===== src/rtl/riot_timer_irq_if.sv =====
// CPU-side register bus for the 6532 timer/interrupt front end.
// Master drives strobes and write data; slave returns read data.
interface riot_timer_irq_if;
  logic       CS;
  logic       RW;
  logic [4:0] A;
  logic [7:0] DIN;
  logic [7:0] DOUT;

  modport master (
    output CS, RW, A, DIN,
    input  DOUT
  );

  modport slave (
    input  CS, RW, A, DIN,
    output DOUT
  );
endinterface


===== src/rtl/riot_timer_irq.sv =====
// 6532 interval timer bus decode, underflow/PA7 flags and IRQ.
// Load strobe is combinational; flags, read data and IRQ_N are registered.
module riot_timer_irq #(
  parameter int SYNC_STAGES = 2
) (
  input  logic            CLK,
  input  logic            RES,
  riot_timer_irq_if.slave bus,
  input  logic [7:0]      TIM_CNT,
  input  logic            PA7,
  output logic            TIM_WE,
  output logic [1:0]      TIM_MODE,
  output logic [7:0]      TIM_IN,
  output logic            IRQ_N
);

  logic                   tflag, pflag;
  logic                   tie, pie, pedge;
  logic [7:0]             prev_cnt;
  logic                   we_d;
  logic [SYNC_STAGES-1:0] sync_q;
  logic                   hist;

  logic tflag_n, pflag_n;
  logic tie_n, pie_n, pedge_n;
  logic tw, ec, tr, fr;
  logic uf, pa_edge, sync;

  assign tw = bus.CS & ~bus.RW & bus.A[4] & bus.A[2];
  assign ec = bus.CS & ~bus.RW & bus.A[4] & ~bus.A[2];
  assign tr = bus.CS & bus.RW & bus.A[2] & ~bus.A[0];
  assign fr = bus.CS & bus.RW & bus.A[2] & bus.A[0];

  assign TIM_WE   = tw & ~RES;
  assign TIM_MODE = tw ? bus.A[1:0] : 2'b00;
  assign TIM_IN   = tw ? bus.DIN : 8'h00;

  // we_d masks the wrap that a fresh load of FF would otherwise fake
  assign uf = (prev_cnt == 8'h00) && (TIM_CNT == 8'hFF) && !we_d;

  assign sync    = sync_q[SYNC_STAGES-1];
  assign pa_edge = (sync != hist) && (sync == pedge);

  // Flag/enable next state; set beats a same-cycle clear
  always_comb begin
    tflag_n = uf | (tflag & ~(tw | tr));
    pflag_n = pa_edge | (pflag & ~fr);
    tie_n   = tie;
    pie_n   = pie;
    pedge_n = pedge;
    if (tw || tr) tie_n = bus.A[3];
    if (ec) begin
      pie_n   = bus.A[1];
      pedge_n = bus.A[0];
    end
  end

  // State, read data and IRQ register
  always_ff @(posedge CLK) begin
    if (RES) begin
      tflag    <= 1'b0;
      pflag    <= 1'b0;
      tie      <= 1'b0;
      pie      <= 1'b0;
      pedge    <= 1'b0;
      bus.DOUT <= 8'h00;
      IRQ_N    <= 1'b1;
      prev_cnt <= 8'h00;
      we_d     <= 1'b1;
      sync_q   <= '0;
      hist     <= 1'b0;
    end else begin
      tflag    <= tflag_n;
      pflag    <= pflag_n;
      tie      <= tie_n;
      pie      <= pie_n;
      pedge    <= pedge_n;
      IRQ_N    <= ~((tflag_n & tie_n) | (pflag_n & pie_n));
      prev_cnt <= TIM_CNT;
      we_d     <= TIM_WE;
      sync_q[0] <= PA7;
      for (int i = 1; i < SYNC_STAGES; i++)
        sync_q[i] <= sync_q[i-1];
      hist <= sync;
      if (tr)
        bus.DOUT <= TIM_CNT;
      else if (fr)
        bus.DOUT <= {tflag, pflag, 6'b0};
    end
  end

endmodule


===== src/flat_wrapper.sv =====
// flat-port wrapper written by rule: the top's interface ports become plain ports
module riot_timer_irq_flat 
#(
  parameter int SYNC_STAGES = 2
)
  (CLK, RES, TIM_CNT, PA7, TIM_WE, TIM_MODE, TIM_IN, IRQ_N, bus_CS, bus_RW, bus_A, bus_DIN, bus_DOUT);
  riot_timer_irq_if bus_i ();
  input  logic CLK;
  input  logic RES;
  input  logic [7:0] TIM_CNT;
  input  logic PA7;
  output logic TIM_WE;
  output logic [1:0] TIM_MODE;
  output logic [7:0] TIM_IN;
  output logic IRQ_N;
  input wire logic [$bits(bus_i.CS)-1:0] bus_CS;
  input wire logic [$bits(bus_i.RW)-1:0] bus_RW;
  input wire logic [$bits(bus_i.A)-1:0] bus_A;
  input wire logic [$bits(bus_i.DIN)-1:0] bus_DIN;
  output wire logic [$bits(bus_i.DOUT)-1:0] bus_DOUT;
  assign bus_i.CS = bus_CS;
  assign bus_i.RW = bus_RW;
  assign bus_i.A = bus_A;
  assign bus_i.DIN = bus_DIN;
  assign bus_DOUT = bus_i.DOUT;
  riot_timer_irq #(.SYNC_STAGES(SYNC_STAGES)) u_core (.CLK(CLK), .RES(RES), .bus(bus_i), .TIM_CNT(TIM_CNT), .PA7(PA7), .TIM_WE(TIM_WE), .TIM_MODE(TIM_MODE), .TIM_IN(TIM_IN), .IRQ_N(IRQ_N));
endmodule

===== config.mk =====
export PLATFORM = sky130hd
export DESIGN_NAME = riot_timer_irq_flat
export DESIGN_NICKNAME = d
export VERILOG_FILES = /design/src/rtl/riot_timer_irq_if.sv /design/src/rtl/riot_timer_irq.sv /design/src/flat_wrapper.sv
export SDC_FILE = /design/constraint.sdc
export NUM_CORES = 1
export LEC_CHECK = 0
export ABC_AREA = 1
export BUFFER_PORTS_ARGS = -buffer_cell sky130_fd_sc_hd__buf_2
export CORE_MARGIN = 2
export CORE_UTILIZATION = 41
export CTS_CLUSTER_SIZE = 16
export DETAILED_ROUTE_END_ITERATION = 10
export PLACE_DENSITY = 0.73
export SLEW_MARGIN = 20
export SYNTH_ARGS = -nofsm -noshare
export SYNTH_HDL_FRONTEND = slang
export SYNTH_SLANG_ARGS = --single-unit

===== constraint.sdc =====
create_clock -name CLK -period 0.89 [get_ports CLK]
set_input_delay 0.1335 -clock CLK [delete_from_list [all_inputs] [get_ports CLK]]
set_output_delay 0.1335 -clock CLK [all_outputs]
set_load 0.05 [all_outputs]

==> summary.md <==
| Metric | Value |
|---|---|
| CTS max path bufs | 2 |
| GRT met3 Usage | 3.89% |
| Max VDD drop | 1.18 mV |
| Max Cap Viol | 0 |
| Die Width | 54.1 µm |
| Syn Nets | 167 |
| Post-route minimum period | 1.03 ns |
| Post-synth top area cell | dfxtp_1 |
| GR Util met1 | 25.0% |
| Ys async rst share | 0% |
| Core area | 2430 µm² |
| Synth Flop Type | dfxtp_1 |
| Critical Path Sink Type | output pin |
| Final Cycle Share | 116% |
| Status | complete, but fails checks |
| GRT Util Overall | 20.2% |
| Pin count of the biggest net entering global routing | 16 |
| Slew HR | 83.5% |
| Count of distinct cell types in the synthesized netlist | 17 |
| Clock Latency Late Sink | 0.32 ns |
| Met2 usage | 33.9% |
| Antenna cells | 0 |
| Final Net Count | 234 |
| F_max | 970 MHz |
| CP required | 0.76 ns |
| Reg2reg end | u_core.IRQ_N |
| Slew Viols, Final | 0 |
| CTS tree | built |
| Reg2Reg Launch Point | u_core.sync_q[1] |
| Post-Synthesis Cells | 141 |
| Root buffer cell | clkbuf_4 |
| Final Setup Violations | 22 |
| CP Max Fanout | 5 |
| Detail Route Antenna Nets | 0 |
| Cell Int Power | 0.00185 W |
| Worst Path Arrival | 0.90 ns |
| DP Cell Count | 225 |
| First-pass DRT Iterations | 4 |
| End of the critical path | TIM_WE |
| Dpl hpwl | 1820 µm |
| Crit path launch | bus_A[4] |
| Mapped cell area | 1030 µm² |
| Final cell count without fillers | 237 |
| Placement Setup Slack | -0.336 ns |
| GRT Max-Usage Layer | met2 |
| Synthesized flop and latch total | 26 |
| Layout area overhead | 79.4% |
| Combinational power share | 17.0% |
| Actual slew at the worst max-slew pin | 0.247 ns |
| Clock Skew | 0.000276 ns |
| Seq/Total Area, Yosys | 50.7% |
| Row count | 18 |
| Port bufs | 45 |
| H-Tree Depth | 1 |
| Sw frac | 24.3% |
| Violations in the final reports | setup timing |
| NetSw | 0.000593 W |
| RD Place Congestion | 0.751 |
| Post-synth top cells | 32 x nor2_1, 29 x nand2_1, 27 x inv_1 |
| Chip Height | 54.1 µm |
| Die footprint | 2920 µm² |
| Crit path launch type | input port |
| Setup_tns | -2.26 ns |
| Top-level I/O count | 46 |
| GRT overflow | 0 |
| Reg power frac | 50.1% |
| Top-count cell post-synth | nor2_1 |
| Fin. Hold Viols | 0 |
| Antenna violations before repair | 0 |
| P_leak | 0.907 nW |
| Synthesized area per cell | 7.29 µm² |
| Number of synthesized flops with an enable pin | 0 |
| Crit path kind | input port to output pin |
| Vias in the first global route | 971 |
| Hold Path Class | input port to flip-flop |
| Total wire length | 2750 µm |
| CTS Buf Count | 3 |
| Clk network pwr share | 32.9% |
| Ys Warns | 0 |
| Share of cells above drive strength 1 | 46.4% |
| Pwr dens | 1320 nW/µm² |
| Synth top area cells | dfxtp_1 51%, nor2_1 12%, nand2_1 11% |
| Clock transition at the registers of the reported paths | 0.14 ns |
| RSZ-0062 raised after global routing | yes |
| Power Total | 0.00244 W |
| First-pass GRT wire length | 4260 µm |
| Worst Slack Setup Final | -0.141 ns |
| DR vias/cell | 4.68 |
| Area share of the largest cell type after synthesis | 50.7% |
| Clock Sinks | 26 |
| DRC | 0 |
| Reg2Reg Depth | 9 |
| Fin util | 75.8% |
| Initial DRC count | 24 |
| Routed length per instance | 11.6 µm |
| Initial Util | 42.2% |
| Vias | 1110 |
| Worst R2R Setup Slack | -0.06 ns |
-- per-stage QoR --
| stage | instance area [µm²] | hold slack (ns) |
|---|---|---|
| finish | 1840 | 0.0380 |
| global route | 1840 | 0.0139 |
| CTS | 1760 | 0.0282 |
| detailed placement | 1490 | 0.346 |
| global placement | 1490 | 0.339 |
| floorplan | 1150 | 0.240 |
-- registers in the layout (all words and copies together), names as in the netlist --
register,cells
u_core.tflag,1
u_core.IRQ_N,1
u_core.pflag,1
u_core.we_d,1
u_core.hist,1
u_core.tie,1
u_core.prev_cnt,8
u_core.bus.DOUT,8
u_core.pedge,1
u_core.sync_q,2
u_core.pie,1
-- routing by layer --
layer | up-vias | share of wire [%]
li1 | 572 | -
met1 | 504 | 44
met2 | 31 | 51
met3 | 3 | 4.8
met4 | 0 | 0.76
met5 | - | 0
-- power by group through the flow --
stage / Combinational (W) / Clock (W) / Sequential [W]
3_5_place_dp: 0.000340 / 0 / 0.00124
2_1_floorplan: 0.000170 / 0 / 0.00127
4_1_cts: 0.000398 / 0.000814 / 0.00122
5_1_grt: 0.000446 / 0.000861 / 0.00123
3_3_place_gp: 0.000333 / 0 / 0.00124
6_report: 0.000415 / 0.000803 / 0.00122
-- what timing repair did --
item / CTS / global route
hold endpoints to repair: 1 / 0
setup endpoints to repair: 21 / 24
pin swaps: 11 / 8
setup buffers: 4 / 2
resized for setup: 53 / 20
hold buffers: 1 / 0
cloned: 1 / 0
-- area by class of cell --
class | instances | area [µm²]
timing repair buffer | 64 | 594
fill | 162 | 589
sequential | 26 | 534
multi-input combinational | 86 | 523
inverter | 27 | 101
tap | 30 | 37.5
clock inverter | 1 | 30.0
clock buffer | 3 | 22.5
-- critical path, cell delays in order --
cell	delay, ns
buf_8	0.08
nand2_8	0.05
nor2_4	0.21
nand2_4	0.14
nor2_4	0.12
buf_8	0.15
-- kinds of logic (layout without fill, tap and decap cells) --
family | Yosys count | after routing | share of synthesized area (%)
and+or+nand+nor | 69 | 70 | 27.0
buffers and inverters | 30 | 95 | 11.2
DFF | 26 | 26 | 50.7
AOI/OAI and AO/OA | 16 | 16 | 11.1
-- worst min-delay path by stage --
stage,from,cells after the start,slack [ns],to
after CTS,TIM_CNT[4],3,0.03,u_core.prev_cnt[4]
after detailed placement,PA7,3,0.35,u_core.sync_q[0]
after floorplan,TIM_CNT[6],2,0.24,u_core.prev_cnt[6]
after global routing,TIM_CNT[2],3,0.01,u_core.prev_cnt[2]
final,TIM_CNT[3],3,0.04,u_core.prev_cnt[3]
after global placement,PA7,3,0.34,u_core.sync_q[0]
-- cells in the final DEF (no fill, tap or decap) --
cell           netlist  final
buf_12               0      1
dlygate4sd3_1        0      1
buf_8                0     18
nor2_4               0     12
inv_1               27     26
bufinv_16            0      1
nand3_1              4      4
o21ai_1              1      2
nand2_1             29     28
buf_6                0      5
a22oi_1              1      1
nand3_2              1      1
clkbuf_4             0      3
a32o_1               6      6
a31oi_1              1      1
nor2_2               1      1
a21oi_1              5      5
buf_4                0     17
dfxtp_1             26     15
nand2_8              0      2
dfxtp_2              0     11
buf_2                2     22
nand2_4              0      1
o21ai_0              2      1
nor2_1              32     20
inv_2                0      1
nand4_1              1      1
Power figures use the tool's default switching activity.
